### config.mk
export PLATFORM = sky130hd
export DESIGN_NAME = poly_eval_arbiter
export DESIGN_NICKNAME = d
export VERILOG_FILES = /design/src/rtl/poly_eval_arbiter.sv
export SDC_FILE = /design/constraint.sdc
export NUM_CORES = 1
export LEC_CHECK = 0
export CORE_MARGIN = 1
export CORE_UTILIZATION = 51
export CTS_CLUSTER_DIAMETER = 30
export DETAILED_ROUTE_END_ITERATION = 10
export GPL_ROUTABILITY_DRIVEN = 0
export PLACE_DENSITY = 0.78
export RECOVER_POWER = 100
export SLEW_MARGIN = 20
export SYNTH_ARGS = -nofsm -noshare
export SYNTH_HDL_FRONTEND = slang
export SYNTH_SLANG_ARGS = --single-unit
### constraint.sdc
create_clock -name clk -period 6.8 [get_ports clk]
set_input_delay 1.36 -clock clk [delete_from_list [all_inputs] [get_ports clk]]
set_output_delay 1.36 -clock clk [all_outputs]
set_load 0.02 [all_outputs]
### src/rtl/poly_eval_arbiter.sv
// Two-requester round-robin scheduler evaluating y = a*x^2 + b*x + c on one
// shared add/multiply ALU using a four-step Horner schedule (mod 2^WIDTH).
module poly_eval_arbiter #(
  parameter int WIDTH = 8
) (
  input  logic               clk,
  input  logic               resetn,
  input  logic [1:0]         req,
  input  logic [4*WIDTH-1:0] opnd0,
  input  logic [4*WIDTH-1:0] opnd1,
  output logic [1:0]         ack,
  output logic               busy,
  output logic [WIDTH-1:0]   result,
  output logic               result_valid,
  output logic               result_id
);

  // state | meaning
  // IDLE  | waiting for a request; arbitration and operand capture happen here
  // C0    | a <= a*x
  // C1    | a <= a+b
  // C2    | a <= a*x
  // C3    | result <= a+c, result_valid pulses next cycle
  typedef enum logic [2:0] {IDLE, C0, C1, C2, C3} state_t;

  state_t             state_q, state_d;
  logic [WIDTH-1:0]   a_q, a_d, b_q, b_d, c_q, c_d, x_q, x_d;
  logic               gid_q, gid_d, last_q, last_d;
  logic [1:0]         ack_q, ack_d;
  logic [WIDTH-1:0]   result_q, result_d;
  logic               result_valid_q, result_valid_d;
  logic               result_id_q, result_id_d;
  logic               grant;
  logic [4*WIDTH-1:0] opnd_sel;

  logic               alu_mul;
  logic [WIDTH-1:0]   alu_rhs;
  logic [WIDTH-1:0]   alu_out;

  // ALU operand selection depends on state only, keeping it out of the FSM loop
  always_comb begin
    alu_mul = (state_q == C0) || (state_q == C2);
    case (state_q)
      C1:      alu_rhs = b_q;
      C3:      alu_rhs = c_q;
      default: alu_rhs = x_q;
    endcase
    alu_out = alu_mul ? (a_q * alu_rhs) : (a_q + alu_rhs);
  end

  always_comb begin
    state_d        = state_q;
    a_d            = a_q;
    b_d            = b_q;
    c_d            = c_q;
    x_d            = x_q;
    gid_d          = gid_q;
    last_d         = last_q;
    ack_d          = 2'b00;
    result_d       = result_q;
    result_valid_d = 1'b0;
    result_id_d    = result_id_q;
    grant          = (req == 2'b11) ? ~last_q : req[1];
    opnd_sel       = grant ? opnd1 : opnd0;

    case (state_q)
      IDLE: begin
        if (req != 2'b00) begin
          {a_d, b_d, c_d, x_d} = opnd_sel;
          gid_d   = grant;
          last_d  = grant;
          ack_d   = grant ? 2'b10 : 2'b01;
          state_d = C0;
        end
      end
      C0: begin
        a_d     = alu_out;
        state_d = C1;
      end
      C1: begin
        a_d     = alu_out;
        state_d = C2;
      end
      C2: begin
        a_d     = alu_out;
        state_d = C3;
      end
      C3: begin
        result_d       = alu_out;
        result_id_d    = gid_q;
        result_valid_d = 1'b1;
        state_d        = IDLE;
      end
      default: state_d = IDLE;
    endcase
  end

  // last resets to 1 so requester 0 wins the first tie
  always_ff @(posedge clk) begin
    if (!resetn) begin
      state_q        <= IDLE;
      a_q            <= '0;
      b_q            <= '0;
      c_q            <= '0;
      x_q            <= '0;
      gid_q          <= 1'b0;
      last_q         <= 1'b1;
      ack_q          <= 2'b00;
      result_q       <= '0;
      result_valid_q <= 1'b0;
      result_id_q    <= 1'b0;
    end else begin
      state_q        <= state_d;
      a_q            <= a_d;
      b_q            <= b_d;
      c_q            <= c_d;
      x_q            <= x_d;
      gid_q          <= gid_d;
      last_q         <= last_d;
      ack_q          <= ack_d;
      result_q       <= result_d;
      result_valid_q <= result_valid_d;
      result_id_q    <= result_id_d;
    end
  end

  assign busy         = (state_q != IDLE);
  assign ack          = ack_q;
  assign result       = result_q;
  assign result_valid = result_valid_q;
  assign result_id    = result_id_q;

endmodule

==> impl_metrics.py, run 1 <==
metrics = {
    "global_route": {
        "grt_max_degree": 51,
        "grt_pass1_wl_um": 14800,
        "grt_pass1_vias": 3129,
        "globalRouteTotalUtil": 0.256,
        "antenna_found_initial": 0,
        "grt_overflow": 0,
    },
    "final_layout": {
        "num-fill-cells": 576,
        "synthToLayoutAreaGrowth_pct": 25.8,
        "nNetsFinal": 590,
        "register_area_um2": 981,
        "drive_gt1_frac": 0.0267,
        "multiInputGateArea_mm2": 0.00240,
        "antennaDiodeCount": 0,
        "final_area_mm2": 0.00453,
    },
    "die": {
        "die_area_mm2": 0.00740,
        "rows": 30,
        "die_height_um": 86.0,
        "die_w_um": 86.0,
        "ios": 81,
        "core-area_mm2": 0.00679,
        "initial_core_util": 0.530,
    },
    "route": {
        "drt-total-wl_um": 8960,
        "wire_per_inst_um": 15.4,
        "antenna_left": 0,
        "vias": 3317,
        "drt-pass1-iter-count": 5,
        "dr_wl_met3_um": 492,
        "drtIter0Drc": 174,
        "via_per_inst": 5.69,
        "drc": 0,
        "met2_length_um": 4340,
        "dr.max_layer_used": "met4",
        "wl_met1_um": 3830,
    },
    "clock_network": {
        "cts_buffers": 5,
        "ctsHoldBuffers": 0,
        "cts_tree": "built",
        "clk_latency_ps": 320,
        "path_clk_slew_ps": 110,
        "post_cts_buffers": 0,
        "clkSinkCount": 49,
        "htreeDepth": 2,
        "root_buffer": "clkbuf_8",
        "cts_resized": 0,
        "cts_buffer_depth": 2,
    },
    "synthesis": {
        "syn_area_per_cell_um2": 8.59,
        "syn_inst": 419,
        "seq_area_frac_synth": 0.272,
        "yosys.area_share.xor_xnor": 0.0601,
        "synth-seq-cells": 49,
        "synth_area_mm2": 0.00360,
        "synth_most_common_cell": "nand2_1",
        "synth-simple-area-share": 0.158,
        "synth_flop_cell": "dfxtp_1",
        "synth_top_cell_area_share": 0.272,
        "syn_nets": 523,
        "synth_edf_count": 0,
        "synthMuxAreaShare": 0.0893,
        "synth_top_cell_by_area": "dfxtp_1",
        "async_flop_share": 0,
        "synth-compound-area-share": 0.204,
        "synthTopCellsByArea": "dfxtp_1 (27%), mux2i_1 (8.6%), ha_1 (8.0%)",
        "synth_top_family_by_area": "compound AO/OA/AOI/OAI gates",
        "ys_warn_count": 0,
        "synthAdderAreaFrac": 0.152,
        "yosys-top-cells-count": "nand2_1 (58), dfxtp_1 (49), inv_1 (35), mux2i_1 (31), nor2_1 (31)",
        "ys_types": 42,
    },
    "sta": {
        "drv_slew": 37,
        "postLayoutSetupSlackWorst_ps": 1110,
        "tightest_slew_ps": 2210,
        "finalClockSkew_ps": 13.6,
        "maxSlewHeadroom": -0.476,
        "min_period_ps": 5690,
        "hold_violations": 0,
        "min_period_over_period": 0.836,
        "setup_tns_ps": 0,
        "max_freq_mhz": 176,
        "rsz0062_at_grt": "false",
        "setup_viol": 0,
    },
    "worst_setup_path": {
        "worstSetupStartpointType": "flip-flop",
        "cp_max_fo": 17,
        "cpPeakStageDelay_ps": 620,
        "reg2regPathDepth": 20,
        "end_kind": "flip-flop",
        "crit_top_cell": "inv_1",
        "worstPathCellList": "or2_0, o221ai_1, a2bb2oi_1, ha_1, inv_1, fa_1, inv_1, fa_1, ha_1, inv_1, fa_1, inv_1, ha_1, a21o_1, a21oi_1, xnor2_1, xnor3_1, xnor3_1, nand2_1, a31oi_1",
        "critical_path_class": "reg2reg",
        "arrival_ps": 5940,
        "cp.required_ps": 7050,
        "slowest_stage": "dfxtp_1",
    },
    "placed_design": {
        "dp_hpwl_um": 6970,
        "place_ws_ps": 1330,
        "io_buffers": 80,
        "place_area_mm2": 0.00446,
    },
    "hold_path": {
        "hold_depth": 2,
        "hold_class": "reg2reg",
    },
    "power_and_ir_drop": {
        "total_power_mw": 0.984,
        "irDropWorstVdd_uv": 146,
        "p_per_area_mw_per_mm2": 217,
        "power.leakage_nw": 2.09,
    },
    "status": {
        "outcome": "finished, violations left",
        "violations": "max-capacitance violations, max-slew violations",
    },
    "run": {
        "drv_cap": 1,
    },
}
==> cell type report <==
cell class | instances | area share
clock buffers | 5 | 0.0152
clock inverters | 3 | 0.00552
inverters | 37 | 0.0307
multi-input cells | 312 | 0.529
flip-flops and latches | 49 | 0.217
well taps | 96 | 0.0265
repair buffers | 81 | 0.176
==> cells by family (layout without fill, tap and decap cells) <==
kind of cell / count (synthesis) / count (layout)
muxes: 32 / 32
xor gates and xnor gates: 20 / 20
AOI/OAI and AO/OA: 96 / 96
adders and majority gates: 36 / 36
and+or+nand+nor: 128 / 128
buffers and inverters: 58 / 126
DFF: 49 / 49
==> cell usage in the layout (no fill, tap or decap), types with 3 or more instances in the layout <==
cell type	Yosys	routed
a211oi_1	22	22
a21boi_0	0	7
a21o_1	4	4
a21oi_1	13	13
a2bb2oi_1	4	4
and2_1	15	13
and3_1	3	3
clkbuf_8	0	5
clkdlybuf4s50_1	0	65
dfxtp_1	49	49
dlygate4sd3_1	0	14
fa_1	13	13
ha_1	23	23
inv_1	35	35
mux2i_1	31	31
nand2_1	58	58
nand2b_1	3	3
nand3_1	3	3
nor2_1	31	30
nor2b_1	6	6
nor3_1	5	5
o211a_1	15	15
o21ai_0	3	5
o221ai_1	13	13
xnor2_1	14	14
xnor3_1	3	3
xor2_1	3	3
==> layer usage <==
metal  up-vias  global-route usage
met4         0               0.106
li1       1592                   -
met5         -                   0
met2       133               0.426
met1      1564               0.335
met3        28              0.0337
==> state kept, by name (all words and copies together), names as in the netlist, 2 cells and up <==
| register | cells |
|---|---|
| x_q | 8 |
| ack | 2 |
| c_q | 8 |
| result | 8 |
| a_q | 8 |
| b_q | 8 |
| state_q | 3 |
==> power by group <==
| part | switching [mW] | internal (mW) |
|---|---|---|
| Combinational | 0.229 | 0.203 |
| Sequential | 0.0431 | 0.322 |
| Clock | 0.112 | 0.0745 |
==> metrics by stage <==
| step | util | hold WS [ps] | std cells |
|---|---|---|---|
| global route | 0.667 | 489 | 583 |
| global placement | 0.656 | 439 | 575 |
| finish | 0.667 | 460 | 583 |
| CTS | 0.670 | 463 | 583 |
| detailed placement | 0.656 | 448 | 575 |
| floorplan | - | 431 | 419 |
==> worst max-delay path: cells and delay by family (launching register included) <==
kind | cells | cell delay (ps)
and+or+nand+nor | 2 | 500
buffers and inverters | 4 | 250
xor gates and xnor gates | 3 | 800
AOI/OAI and AO/OA | 5 | 1210
adders and majority gates | 6 | 2220
DFF | 1 | 620
==> final timing paths <==
| path | endpoint | start | slack (ps) |
|---|---|---|---|
| min | result[1] | result[1] | 460 |
| max reg2reg | a_q[7] | state_q[1] | 1110 |
| max | a_q[7] | state_q[1] | 1110 |
| min reg2reg | result[1] | result[1] | 460 |
(Power assumes the default switching activity.)
==> inputs of run 2 (changes only) <==
--- a/config.mk
+++ b/config.mk
@@ -6,11 +6,11 @@
 export NUM_CORES = 1
 export LEC_CHECK = 0
 export CORE_MARGIN = 1
-export CORE_UTILIZATION = 51
+export CORE_UTILIZATION = 46
 export CTS_CLUSTER_DIAMETER = 30
 export DETAILED_ROUTE_END_ITERATION = 10
 export GPL_ROUTABILITY_DRIVEN = 0
-export PLACE_DENSITY = 0.78
+export PLACE_DENSITY = 0.74
 export RECOVER_POWER = 100
 export SLEW_MARGIN = 20
 export SYNTH_ARGS = -nofsm -noshare
==> constraint.sdc (replaced) <==
create_clock -name clk -period 4.8 [get_ports clk]
set_input_delay 0.96 -clock clk [delete_from_list [all_inputs] [get_ports clk]]
set_output_delay 0.96 -clock clk [all_outputs]
set_load 0.02 [all_outputs]
==> run 2 against run 1 <==
The run still ends with max-capacitance violations, max-slew violations left. Die area rose by 11%. Sequential cell count unchanged. Worst setup slack worse by 890 ps. Critical path type unchanged. Largest cell class unchanged. Largest power group unchanged.
==> impl_metrics.py, run 2 (synthesis gave the netlist of run 1 again) <==
metrics = {
    "status": {
        "outcome": "finished, violations left",
        "violations": "max-capacitance violations, max-slew violations",
    },
    "clock_network": {
        "cts_buffers": 5,
        "ctsHoldBuffers": 0,
        "cts_tree": "built",
        "path_clk_slew_ps": 100,
        "clkSinkCount": 49,
        "root_buffer": "clkbuf_8",
        "htreeDepth": 2,
        "clk_latency_ps": 310,
        "cts_buffer_depth": 2,
    },
    "sta": {
        "drv_slew": 51,
        "maxSlewHeadroom": -0.125,
        "hold_violations": 0,
        "min_period_over_period": 0.954,
        "min_period_ps": 4580,
        "finalClockSkew_ps": 9.15,
        "setup_viol": 0,
        "tightest_slew_ps": 1690,
        "max_freq_mhz": 218,
        "setup_tns_ps": 0,
        "fin_hold_ws_ps": 456,
    },
    "die": {
        "die_w_um": 90.5,
        "die_area_mm2": 0.00819,
        "core-area_mm2": 0.00741,
        "rows": 31,
        "initial_core_util": 0.486,
        "die_height_um": 90.5,
        "ios": 81,
    },
    "final_layout": {
        "nNetsFinal": 609,
        "antennaDiodeCount": 0,
        "synthToLayoutAreaGrowth_pct": 33.0,
        "mostFrequentLayoutCell": "clkdlybuf4s50_1",
        "layout_common_cells": "clkdlybuf4s50_1 (65), nand2_1 (58), dfxtp_1 (48)",
        "drive_gt1_frac": 0.0929,
        "fin_cells": 605,
        "final_area_mm2": 0.00479,
    },
    "worst_setup_path": {
        "reg2reg_to": "a_q[7]",
        "reg2regPathDepth": 20,
        "critical_path.startpoint": "state_q[1]",
        "crit_top_cell": "inv_1",
        "critical_path_class": "reg2reg",
        "crit_path_end": "a_q[7]",
        "slowest_stage": "fa_1",
        "arrival_ps": 4820,
        "reg2reg_from": "state_q[1]",
        "worstPathCellList": "buf_4, inv_4, o221ai_2, a2bb2oi_2, ha_2, inv_1, fa_1, inv_1, ha_1, fa_1, inv_1, fa_1, inv_1, ha_4, a21oi_2, xnor2_1, xnor3_1, xnor3_1, nand2_1, a31oi_1",
        "reg2reg_slack_ps": 220,
        "cp_max_fo": 6,
        "cpPeakStageDelay_ps": 540,
        "worstSetupStartpointType": "flip-flop",
        "end_kind": "flip-flop",
        "cp.required_ps": 5040,
    },
    "placed_design": {
        "io_buffers": 80,
        "dp_hpwl_um": 7360,
        "place_area_mm2": 0.00461,
        "place_inst": 596,
    },
    "route": {
        "via_per_inst": 5.48,
        "antenna_left": 0,
        "drtIter0Drc": 133,
        "drt-pass1-iter-count": 4,
        "vias": 3314,
        "drc": 0,
        "drt-total-wl_um": 9430,
        "wire_per_inst_um": 15.6,
    },
    "power_and_ir_drop": {
        "seq_power_share": 0.344,
        "total_power_mw": 1.50,
        "p_per_area_mw_per_mm2": 313,
        "irDropWorstVdd_uv": 162,
        "p_clk_frac": 0.203,
        "sw_frac_of_total": 0.368,
        "power.switching_mw": 0.552,
        "combPwrFrac": 0.454,
        "power.leakage_nw": 2.20,
        "p_int_mw": 0.948,
    },
    "global_route": {
        "grt_overflow": 0,
        "antenna_found_initial": 0,
        "globalRouteTotalUtil": 0.232,
        "grt_pass1_vias": 3238,
        "grt_max_degree": 51,
        "grt_pass1_wl_um": 15500,
    },
    "run": {
        "drv_cap": 1,
    },
    "hold_path": {
        "hold_class": "reg2reg",
    },
}
## run 2: power groups by stage
stage               Sequential [mW]  Combinational (mW)  Clock, mW
floorplan                     0.501               0.441          0
global placement              0.519               0.643          0
detailed placement            0.520               0.661          0
CTS                           0.511               0.665      0.305
global route                  0.521               0.759      0.323
finish                        0.515               0.680      0.304
## run 2: layer usage
layer / track usage / vias to the layer above / share of wire
met3: 0.0429 / 12 / 0.064
met5: 0 / - / 0
li1: - / 1632 / -
met1: 0.293 / 1543 / 0.42
met2: 0.415 / 127 / 0.50
met4: 0.0363 / 0 / 0.012
## run 2: what timing repair did
item,CTS,global route
endpoints found under the setup margin,1,3
buffers inserted,0,1
resized for setup,2,14
pin swaps,2,5
hold endpoints to repair,0,0
## run 2: cell type report
type                       instances  area, um2
clock buffer                       5       68.8
clock inverter                     3       43.8
fill                             643       2620
inverter                          37        141
multi-input combinational        312       2480
sequential                        49        985
tap                               99        124
timing repair buffer             100        943
## run 2: metrics by stage
stage	setup slack, ps	util
6_report	219	0.647
4_1_cts	84.0	0.639
2_1_floorplan	70.5	-
3_5_place_dp	-47.8	0.623
5_1_grt	-32.1	0.647
3_3_place_gp	131	0.623
## run 2: how the worst min path moves through the flow
stage	start	endpoint	slack [ps]	depth (start not counted)
6_report	result_id	result_id	460	2
4_1_cts	result_id	result_id	460	2
2_1_floorplan	gid_q	result_id	430	2
5_1_grt	result_id	result_id	480	2
3_5_place_dp	result_id	result_id	450	2
3_3_place_gp	gid_q	gid_q	440	2
## run 2: worst max-delay path, delay by kind of cell (launching register included)
kind,cells,cell delay [ps]
xor+xnor,3,640
compound gates,4,610
buf+inv,6,470
fa+ha+maj,6,2350
flops,1,370
simple gates,1,60
==> inputs of run 3 (changes only) <==
--- a/config.mk
+++ b/config.mk
@@ -6,11 +6,11 @@
 export NUM_CORES = 1
 export LEC_CHECK = 0
 export CORE_MARGIN = 1
-export CORE_UTILIZATION = 46
+export CORE_UTILIZATION = 51
 export CTS_CLUSTER_DIAMETER = 30
 export DETAILED_ROUTE_END_ITERATION = 10
 export GPL_ROUTABILITY_DRIVEN = 0
-export PLACE_DENSITY = 0.74
+export PLACE_DENSITY = 0.78
 export RECOVER_POWER = 100
 export SLEW_MARGIN = 20
 export SYNTH_ARGS = -nofsm -noshare
==> constraint.sdc (replaced) <==
create_clock -name clk -period 4.4 [get_ports clk]
set_input_delay 0.88 -clock clk [delete_from_list [all_inputs] [get_ports clk]]
set_output_delay 0.88 -clock clk [all_outputs]
set_load 0.02 [all_outputs]
==> run 3 against run 2 <==
The flow finishes with violations (max-capacitance violations, max-slew violations, negative setup slack). Cell area up 5.5%. Clock skew barely moved. Routed wire length increased by 4.2%. Worst hold slack got worse by 2.7 ps. Sequential cell count did not move. Worst setup slack got worse by 220 ps. Count of clock-buffer cells in the layout rose by 1. First-iteration DRC count increased by 34%. Sequential share of layout area fell by 1.0 points. Die area decreased by 9.6%. Non-clock buffer count rose by 16.
==> impl_metrics.py, run 3 (synthesis gave the netlist of run 1 again) <==
metrics = {
    "worst_setup_path": {
        "reg2reg_from": "state_q[1]",
        "end_kind": "flip-flop",
        "worstSetupStartpointType": "flip-flop",
        "reg2reg_slack_ps": -5,
        "arrival_ps": 4650,
        "critical_path_class": "reg2reg",
        "reg2regPathDepth": 20,
        "cp_max_fo": 6,
        "reg2reg_to": "a_q[7]",
        "cp.required_ps": 4650,
    },
    "hold_path": {
        "hold_class": "reg2reg",
        "hold_depth": 2,
        "holdPathEnd": "result[1]",
        "worstHoldStart": "result[1]",
    },
    "placed_design": {
        "dp_hpwl_um": 7530,
        "io_buffers": 80,
    },
    "sta": {
        "min_period_over_period": 1.00,
        "tightest_slew_ps": 1550,
        "drv_slew": 13,
        "max_freq_mhz": 227,
        "hold_violations": 0,
        "min_period_ps": 4400,
        "setup_viol": 1,
        "finalClockSkew_ps": 9.62,
        "rsz0062_at_grt": "true",
        "maxSlewHeadroom": -0.0448,
        "setup_tns_ps": -4.90,
        "postLayoutSetupSlackWorst_ps": -4.90,
    },
    "clock_network": {
        "clk_latency_ps": 320,
        "path_clk_slew_ps": 90,
        "cts_buffer_depth": 2,
        "clkSinkCount": 49,
        "root_buffer": "clkbuf_8",
        "cts_tree": "built",
        "ctsHoldBuffers": 0,
        "cts_buffers": 5,
        "htreeDepth": 2,
    },
    "route": {
        "drt-pass1-iter-count": 4,
        "drtIter0Drc": 178,
        "vias": 3390,
        "drc": 0,
        "wire_per_inst_um": 15.9,
        "via_per_inst": 5.49,
        "drt-total-wl_um": 9820,
        "antenna_left": 0,
    },
    "final_layout": {
        "layout_common_cells": "clkdlybuf4s50_1 (65), nand2_1 (56), dfxtp_1 (46)",
        "drive_gt1_frac": 0.169,
        "mostFrequentLayoutCell": "clkdlybuf4s50_1",
        "nNetsFinal": 625,
        "final_util": 0.744,
        "antennaDiodeCount": 0,
        "synthToLayoutAreaGrowth_pct": 40.3,
        "num-fill-cells": 508,
    },
    "global_route": {
        "grt_overflow": 0,
        "antenna_found_initial": 0,
        "grt_pass1_vias": 3368,
        "grt_max_degree": 51,
        "grt_pass1_wl_um": 15800,
        "globalRouteTotalUtil": 0.277,
    },
    "die": {
        "rows": 30,
        "die_area_mm2": 0.00740,
        "die_w_um": 86.0,
        "die_height_um": 86.0,
        "ios": 81,
        "core-area_mm2": 0.00679,
        "initial_core_util": 0.530,
    },
    "power_and_ir_drop": {
        "power.leakage_nw": 2.28,
        "total_power_mw": 1.68,
        "p_per_area_mw_per_mm2": 332,
        "irDropWorstVdd_uv": 167,
    },
    "status": {
        "outcome": "finished, violations left",
        "violations": "max-capacitance violations, max-slew violations, negative setup slack",
    },
    "run": {
        "drv_cap": 1,
    },
}
run 3: changes by cell type in the layout (fill, tap and decap cells not counted), moves of 5 or more:
cell      before  now
buf_4         18   33
inv_1         33   26
inv_2          3   10
a21boi_1       1    6
ha_1          20   15
ha_4           1    6
run 3: report_power, final:
group | internal (mW) | total [mW] | switching, mW
combinational | 0.420 | 0.837 | 0.417
clock | 0.114 | 0.275 | 0.161
sequential | 0.499 | 0.567 | 0.0688
run 3: worst max path at each step:
stage / to / slack (ps) / from
6_report: a_q[7] / -5 / state_q[1]
5_1_grt: a_q[7] / -200 / state_q[1]
4_1_cts: a_q[7] / -9 / state_q[1]
3_5_place_dp: a_q[7] / -270 / state_q[1]
3_3_place_gp: a_q[7] / -40 / state_q[1]
2_1_floorplan: a_q[7] / 20 / state_q[0]
run 3: layout make-up:
type,count,area (um2),share of cell area
clock inverters,2,13.8,0.00272
well taps,96,120,0.0238
clock buffers,6,72.6,0.0144
repair buffers,116,1070,0.211
flip-flops and latches,49,987,0.195
inverters,37,141,0.0280
multi-input cells,312,2650,0.524
run 3: worst max-delay path: stages (launching register included):
cell and delay, ps:
dfxtp_4 380, or2_4 280, o221ai_4 170, a2bb2oi_4 100, buf_4 140, ha_2 180, inv_2 60, fa_1 420
inv_2 80, ha_4 190, fa_1 500, inv_2 50, fa_2 530, inv_2 50, ha_4 220, a21oi_4 150
xnor2_2 130, xnor3_1 230, xnor3_1 220, nand2_1 60, a31oi_1 190
run 3: per-stage QoR:
| step | area, um2 | std cells | hold WS (ps) | setup WS [ps] |
|---|---|---|---|---|
| 2_1_floorplan | 3680 | 419 | 431 | 16.0 |
| 3_3_place_gp | 4740 | 605 | 442 | -43.2 |
| 3_5_place_dp | 4740 | 605 | 446 | -271 |
| 4_1_cts | 5010 | 616 | 459 | -9.34 |
| 5_1_grt | 5050 | 618 | 485 | -202 |
| 6_report | 5050 | 618 | 454 | -4.90 |
run 3: timing repair:
action / in CTS / in global routing
pin swaps: 23 / 19
gates resized for setup: 37 / 7
setup endpoints to repair: 3 / 3
endpoints found under the hold margin: 0 / 0
buffers inserted: 4 / 2
run 3: layer usage:
| metal | up-vias | GRT usage | routed length (um) |
|---|---|---|---|
| li1 | 1667 | - | - |
| met1 | 1566 | 0.330 | 4270 |
| met2 | 133 | 0.479 | 4710 |
| met3 | 24 | 0.0558 | 540 |
| met4 | 0 | 0.124 | 302 |
| met5 | - | 0 | 0 |
==> RTL change 1: new RTL, settings of run 1 <==
Encoding of `state_t`: now one-hot (5 bits for 5 states).
--- a/src/rtl/poly_eval_arbiter.sv
+++ b/src/rtl/poly_eval_arbiter.sv
@@ -22,5 +22,5 @@
   // C2    | a <= a*x
   // C3    | result <= a+c, result_valid pulses next cycle
-  typedef enum logic [2:0] {IDLE, C0, C1, C2, C3} state_t;
+  typedef enum logic [4:0] {IDLE = 5'b00001, C0 = 5'b00010, C1 = 5'b00100, C2 = 5'b01000, C3 = 5'b10000} state_t;
 
   state_t             state_q, state_d;
Formal check against the unedited RTL: no difference found for any inputs over 4 cycles, from zero or initial values and one cycle with resetn low; so few cycles prove little.
==> RTL change 1 against run 1 <==
  * The flow still finishes with violations (capacitance limit, slew limit)
  * Design area is 1.4% higher
  * Total power is 12% lower
  * First-iteration DRC count is 13% higher
  * Utilization is 0.55 points higher
  * Global-route usage is 2.3 points lower
  * Count of clock-buffer cells in the layout stayed put
  * Wire length is 9.5% lower
  * Sequential cell count is 2 higher
  * Setup slack worse by 0.36 ns
  * Area after synthesis is 0.76% higher
  * Sequential share of layout area is 0.58 points higher
  * Non-clock buffer count is 2 higher
  * Hold slack better by 0.017 ns
  * Largest cell class unchanged
==> RTL change 1: results (changes against run 1) <==
Synthesis
  • Top post-synthesis cells by area: dfxtp_1 (28%), mux2i_1 (9.1%), ha_1 (7.9%), o211a_1 (7.4%), fa_1 (7.2%) (was dfxtp_1 (27%), mux2i_1 (8.6%), ha_1 (8.0%), fa_1 (7.2%), nand2_1 (6.0%))
  • Syn avg cell area: 8.76 sq um (was 8.59 sq um)
  • Yosys reg bits: 51 (was 49)
  • Compound-cell area share of the yosys netlist: 18.2% (was 20.4%)
  • Distinct cells, synth: 40 (was 42)
  • Proportion of synthesized area in mux cells: 9.10% (was 8.93%)
  • Post-synth top cells: nand2_1 (68), dfxtp_1 (51), mux2i_1 (33) (was nand2_1 (58), dfxtp_1 (49), inv_1 (35))
  • Post-synthesis adder-cell area fraction: 15.1% (was 15.2%)
  • Seq/Total Area, Yosys: 28.1% (was 27.2%)

Cells and area
  • Multi-input gates: 306 (was 312)
  • Inverters: 32 (was 37)
  • Clock-cell share: 1.80% (was 2.07%)
  • Nonclk buf count: 83 (was 81)
  • Share of cells above drive strength 1: 2.71% (was 2.67%)
  • Layout Cells excl Fill: 575 (was 583)

Power
  • Peak supply drop: 0.118 mV (was 0.146 mV)
  • Leak: 2.30 nW (was 2.09 nW)

STA
  • Pin slew with the least headroom to its limit: 1.94 ns (was 2.21 ns)
  • Max-slew violations: 51 (was 37)
  • Hold WS: 0.477 ns (was 0.460 ns)

GRT
  • Met1 Use GR: 29.4% (was 33.5%)
  • Largest net degree at the start of global routing: 60 (was 51)
  • Number of global-route vias before repair: 3002 (was 3129)
  • Met3 usage: 4.00% (was 3.37%)
  • First-pass GRT wire length: 13900 um (was 14800 um)
  • Met2 Use GR: 40.1% (was 42.6%)

Clocking
  • Reg clk slew, reported paths: 0.09 ns (was 0.11 ns)
  • Clk_lat worst skew: 0.30 ns (was 0.32 ns)

Worst hold path
  • Hold endpoint: gid_q (was result[1])
  • Hold wc startpoint: gid_q (was result[1])

Place
  • Inst Count DP: 567 (was 575)
  • HPWL Detailed: 6490 um (was 6970 um)

Worst setup path
  • Critical path's slowest cell: and2_0 (was dfxtp_1)
  • Reg2reg setup slack: 0.75 ns (was 1.11 ns)
  • Slowest stage delay, CP: 0.82 ns (was 0.62 ns)

Status
  • Violated checks: capacitance limit, slew limit (unchanged)
  • Outcome: complete, but fails checks (unchanged)

Drt
  • M1 WL: 3530 um (was 3830 um)
  • DR pass1 iterations: 4 (was 5)
  • Routed vias: 3078 (was 3317)
  • Metal3 WL: 393 um (was 492 um)

Flow run
  • Max Cap Violations: 1 (unchanged)
-- RTL change 1: changes by cell type in the layout (fill, tap and decap cells not counted), sizes merged, moves of 7 or more --
cell	before	now
a211oi	22	0
and2	15	22
and3	3	11
nand2	58	68
nor2	32	11
o211a	15	27
o211ai	1	8
o21ai	7	16
o221ai	13	0
-- RTL change 1: worst max-delay path by stage --
stage / slack, ns / from / endpoint
final: 0.75 / state_q[2] / a_q[7]
after global routing: 0.24 / state_q[2] / a_q[7]
after CTS: 0.96 / state_q[2] / a_q[7]
after detailed placement: 0.99 / state_q[2] / a_q[7]
after global placement: 1.28 / state_q[2] / a_q[7]
after floorplan: 1.78 / state_q[3] / a_q[7]
-- RTL change 1: where the power goes --
part | internal, mW | switching (mW) | leakage [nW]
clock network | 0.0706 | 0.0978 | 0.0440
registers | 0.332 | 0.0362 | 0.420
logic | 0.166 | 0.166 | 1.83
==> RTL change 2: new RTL, settings of run 1 <==
Made on the original files. Make the reset (`resetn`) asynchronous in one clocked block.
--- a/src/rtl/poly_eval_arbiter.sv
+++ b/src/rtl/poly_eval_arbiter.sv
@@ -97,5 +97,5 @@
 
   // last resets to 1 so requester 0 wins the first tie
-  always_ff @(posedge clk) begin
+  always_ff @(posedge clk or negedge resetn) begin
     if (!resetn) begin
       state_q        <= IDLE;
Formal check against the unedited RTL: differs if resetn is asserted again (counterexample within 4 cycles, from zero or initial values and one cycle with resetn low); with resetn held inactive, the same outputs for 4 cycles.
==> RTL change 2 against run 1 <==
  * Setup slack improved by 0.15 ns
  * Highest routed layer unchanged
  * Final cell count is 2.1% lower
  * Wire length is 3.9% lower
  * Synthesized cell count down 4.8%
  * The flow still finishes with violations (capacitance limit, slew limit)
  * Sequential cell count stayed put
  * Area after synthesis barely moved
  * Design area rose by 0.55%
Power is not shown: default switching activity piles up to over one toggle a cycle in this logic, so the estimate is an artifact.
==> RTL change 2: results (changes against run 1) <==
Status
  • Violated checks: capacitance limit, slew limit (unchanged)
  • Outcome: complete, but fails checks (unchanged)

Cells and area
  • Share of cells above drive strength 1: 4.63% (was 2.67%)
  • Antenna cells: 0 (unchanged)
  • Number of fill cells: 547 (was 576)
  • Nets@finish: 578 (was 590)

STA
  • Max-slew violations: 50 (was 37)
  • Final hold vios: 0 (unchanged)
  • Post-Route Skew: 0.00349 ns (was 0.0136 ns)
  • Final setup viols: 0 (unchanged)
  • Rel. slew slack: -69.5% (was -47.6%)

Clocking
  • Root Driver: clkbuf_8 (unchanged)
  • Clk_lat worst skew: 0.30 ns (was 0.32 ns)
  • Postcts setup bufs: 0 (unchanged)
  • CTS Buf Count: 5 (unchanged)
  • Post-cts resize count: 0 (unchanged)
  • Max clock buf depth: 2 (unchanged)
  • Reg clk slew, reported paths: 0.09 ns (was 0.11 ns)

Drt
  • Starting DRT DRC Count: 151 (was 174)
  • M1 WL: 3770 um (was 3830 um)
  • Met2 WL post-DR: 4380 um (was 4340 um)
  • WL per Instance: 15.1 um (was 15.4 um)
  • Metal3 WL: 354 um (was 492 um)
  • Vias per Instance: 5.41 (was 5.69)
  • DR pass1 iterations: 4 (was 5)

Place
  • HPWL Detailed: 6860 um (was 6970 um)

Synthesis
  • Distinct cells, synth: 47 (was 42)
  • Syn nets: 503 (was 523)
  • Seq/Total Area, Yosys: 34.1% (was 27.2%)
  • Post-synth top cells: nand2_1 (83), dfrtp_1 (48), inv_1 (33) (was nand2_1 (58), dfxtp_1 (49), inv_1 (35))
  • Ys Warns: 0 (unchanged)
  • Post-synth ARST share: 100% (was 0%)
  • Top post-synthesis cells by area: dfrtp_1 (33%), nand2_1 (8.7%), ha_1 (8.0%), fa_1 (7.2%), a22oi_1 (5.2%) (was dfxtp_1 (27%), mux2i_1 (8.6%), ha_1 (8.0%), fa_1 (7.2%), nand2_1 (6.0%))

Worst setup path
  • Critical path's slowest cell: o21ai_0 (was dfxtp_1)
  • Critical Path AT: 5.68 ns (was 5.94 ns)
  • Crit path launch: state_q[2] (was state_q[1])
  • Crit path max fanout: 24 (was 17)
  • Worst reg2reg path depth: 16 (was 20)
  • CP Capture Point: a_q[7] (unchanged)
  • Slowest stage delay, CP: 0.90 ns (was 0.62 ns)
  • Reg-to-Reg End: a_q[7] (unchanged)
  • Reg2reg setup slack: 1.26 ns (was 1.11 ns)

GRT
  • Largest net degree at the start of global routing: 50 (was 51)
  • First-pass GRT wire length: 14500 um (was 14800 um)
  • Met1 Use GR: 33.7% (was 33.5%)
  • Met2 Use GR: 42.1% (was 42.6%)
  • Initial antenna violation count: 0 (unchanged)
  • Number of global-route vias before repair: 3036 (was 3129)
  • GRT Total Usage: 25.1% (was 25.6%)
  • Met3 usage: 3.85% (was 3.37%)

Flow run
  • Max Cap Violations: 1 (unchanged)

Worst hold path
  • Hold wc startpoint: gid_q (was result[1])
  • Hold endpoint: gid_q (was result[1])
  • Hold Crit Class: reg -> reg (unchanged)
  • Hold path depth: 1 (was 2)
-- RTL change 2: cell types whose count changed in the layout (fill, tap and decap cells not counted), sizes merged, moves of 5 or more --
cell | run 1 | this run
a211oi | 22 | 2
dfxtp | 49 | 0
a22oi | 0 | 25
a21boi | 8 | 0
dfrtp | 0 | 48
o211a | 15 | 1
mux2i | 31 | 8
nor2b | 6 | 1
nand2 | 58 | 83
a21oi | 13 | 18
nor2 | 32 | 23
o21ai | 7 | 12
-- RTL change 2: per-stage QoR --
step | setup WS (ns) | cells | hold WS (ns) | instance area [sq um] | util (%)
after detailed placement | 1.32 | 563 | 0.471 | 4470 | 65.8
after CTS | 1.31 | 571 | 0.492 | 4570 | 67.2
after global placement | 1.51 | 563 | 0.461 | 4470 | 65.8
after global routing | 0.909 | 571 | 0.532 | 4550 | 67.0
after floorplan | 2.15 | 399 | 0.444 | 3600 | -
final | 1.26 | 571 | 0.489 | 4550 | 67.0
-- RTL change 2: cell families (layout without fill, tap and decap cells) --
| kind of cell | count (synthesis) | in the layout | synth area share [%] |
|---|---|---|---|
| AOI/OAI and AO/OA | 91 | 91 | 18.6 |
| and+or+nand+nor | 140 | 140 | 16.9 |
| buffers and inverters | 51 | 127 | 5.74 |
| adders and majority gates | 36 | 36 | 15.2 |
| muxes | 12 | 12 | 3.48 |
| DFF | 49 | 49 | 34.1 |
| xor gates and xnor gates | 20 | 20 | 6.02 |
-- RTL change 2: area by class of cell --
| class | count | area (sq um) | area share [%] |
|---|---|---|---|
| repair buffers | 85 | 821 | 18.0 |
| clock buffers | 7 | 86.3 | 1.90 |
| multi-input cells | 299 | 2160 | 47.5 |
| inverters | 34 | 128 | 2.80 |
| well taps | 96 | 120 | 2.64 |
| clock inverters | 1 | 7.51 | 0.165 |
| flip-flops and latches | 49 | 1230 | 27.0 |
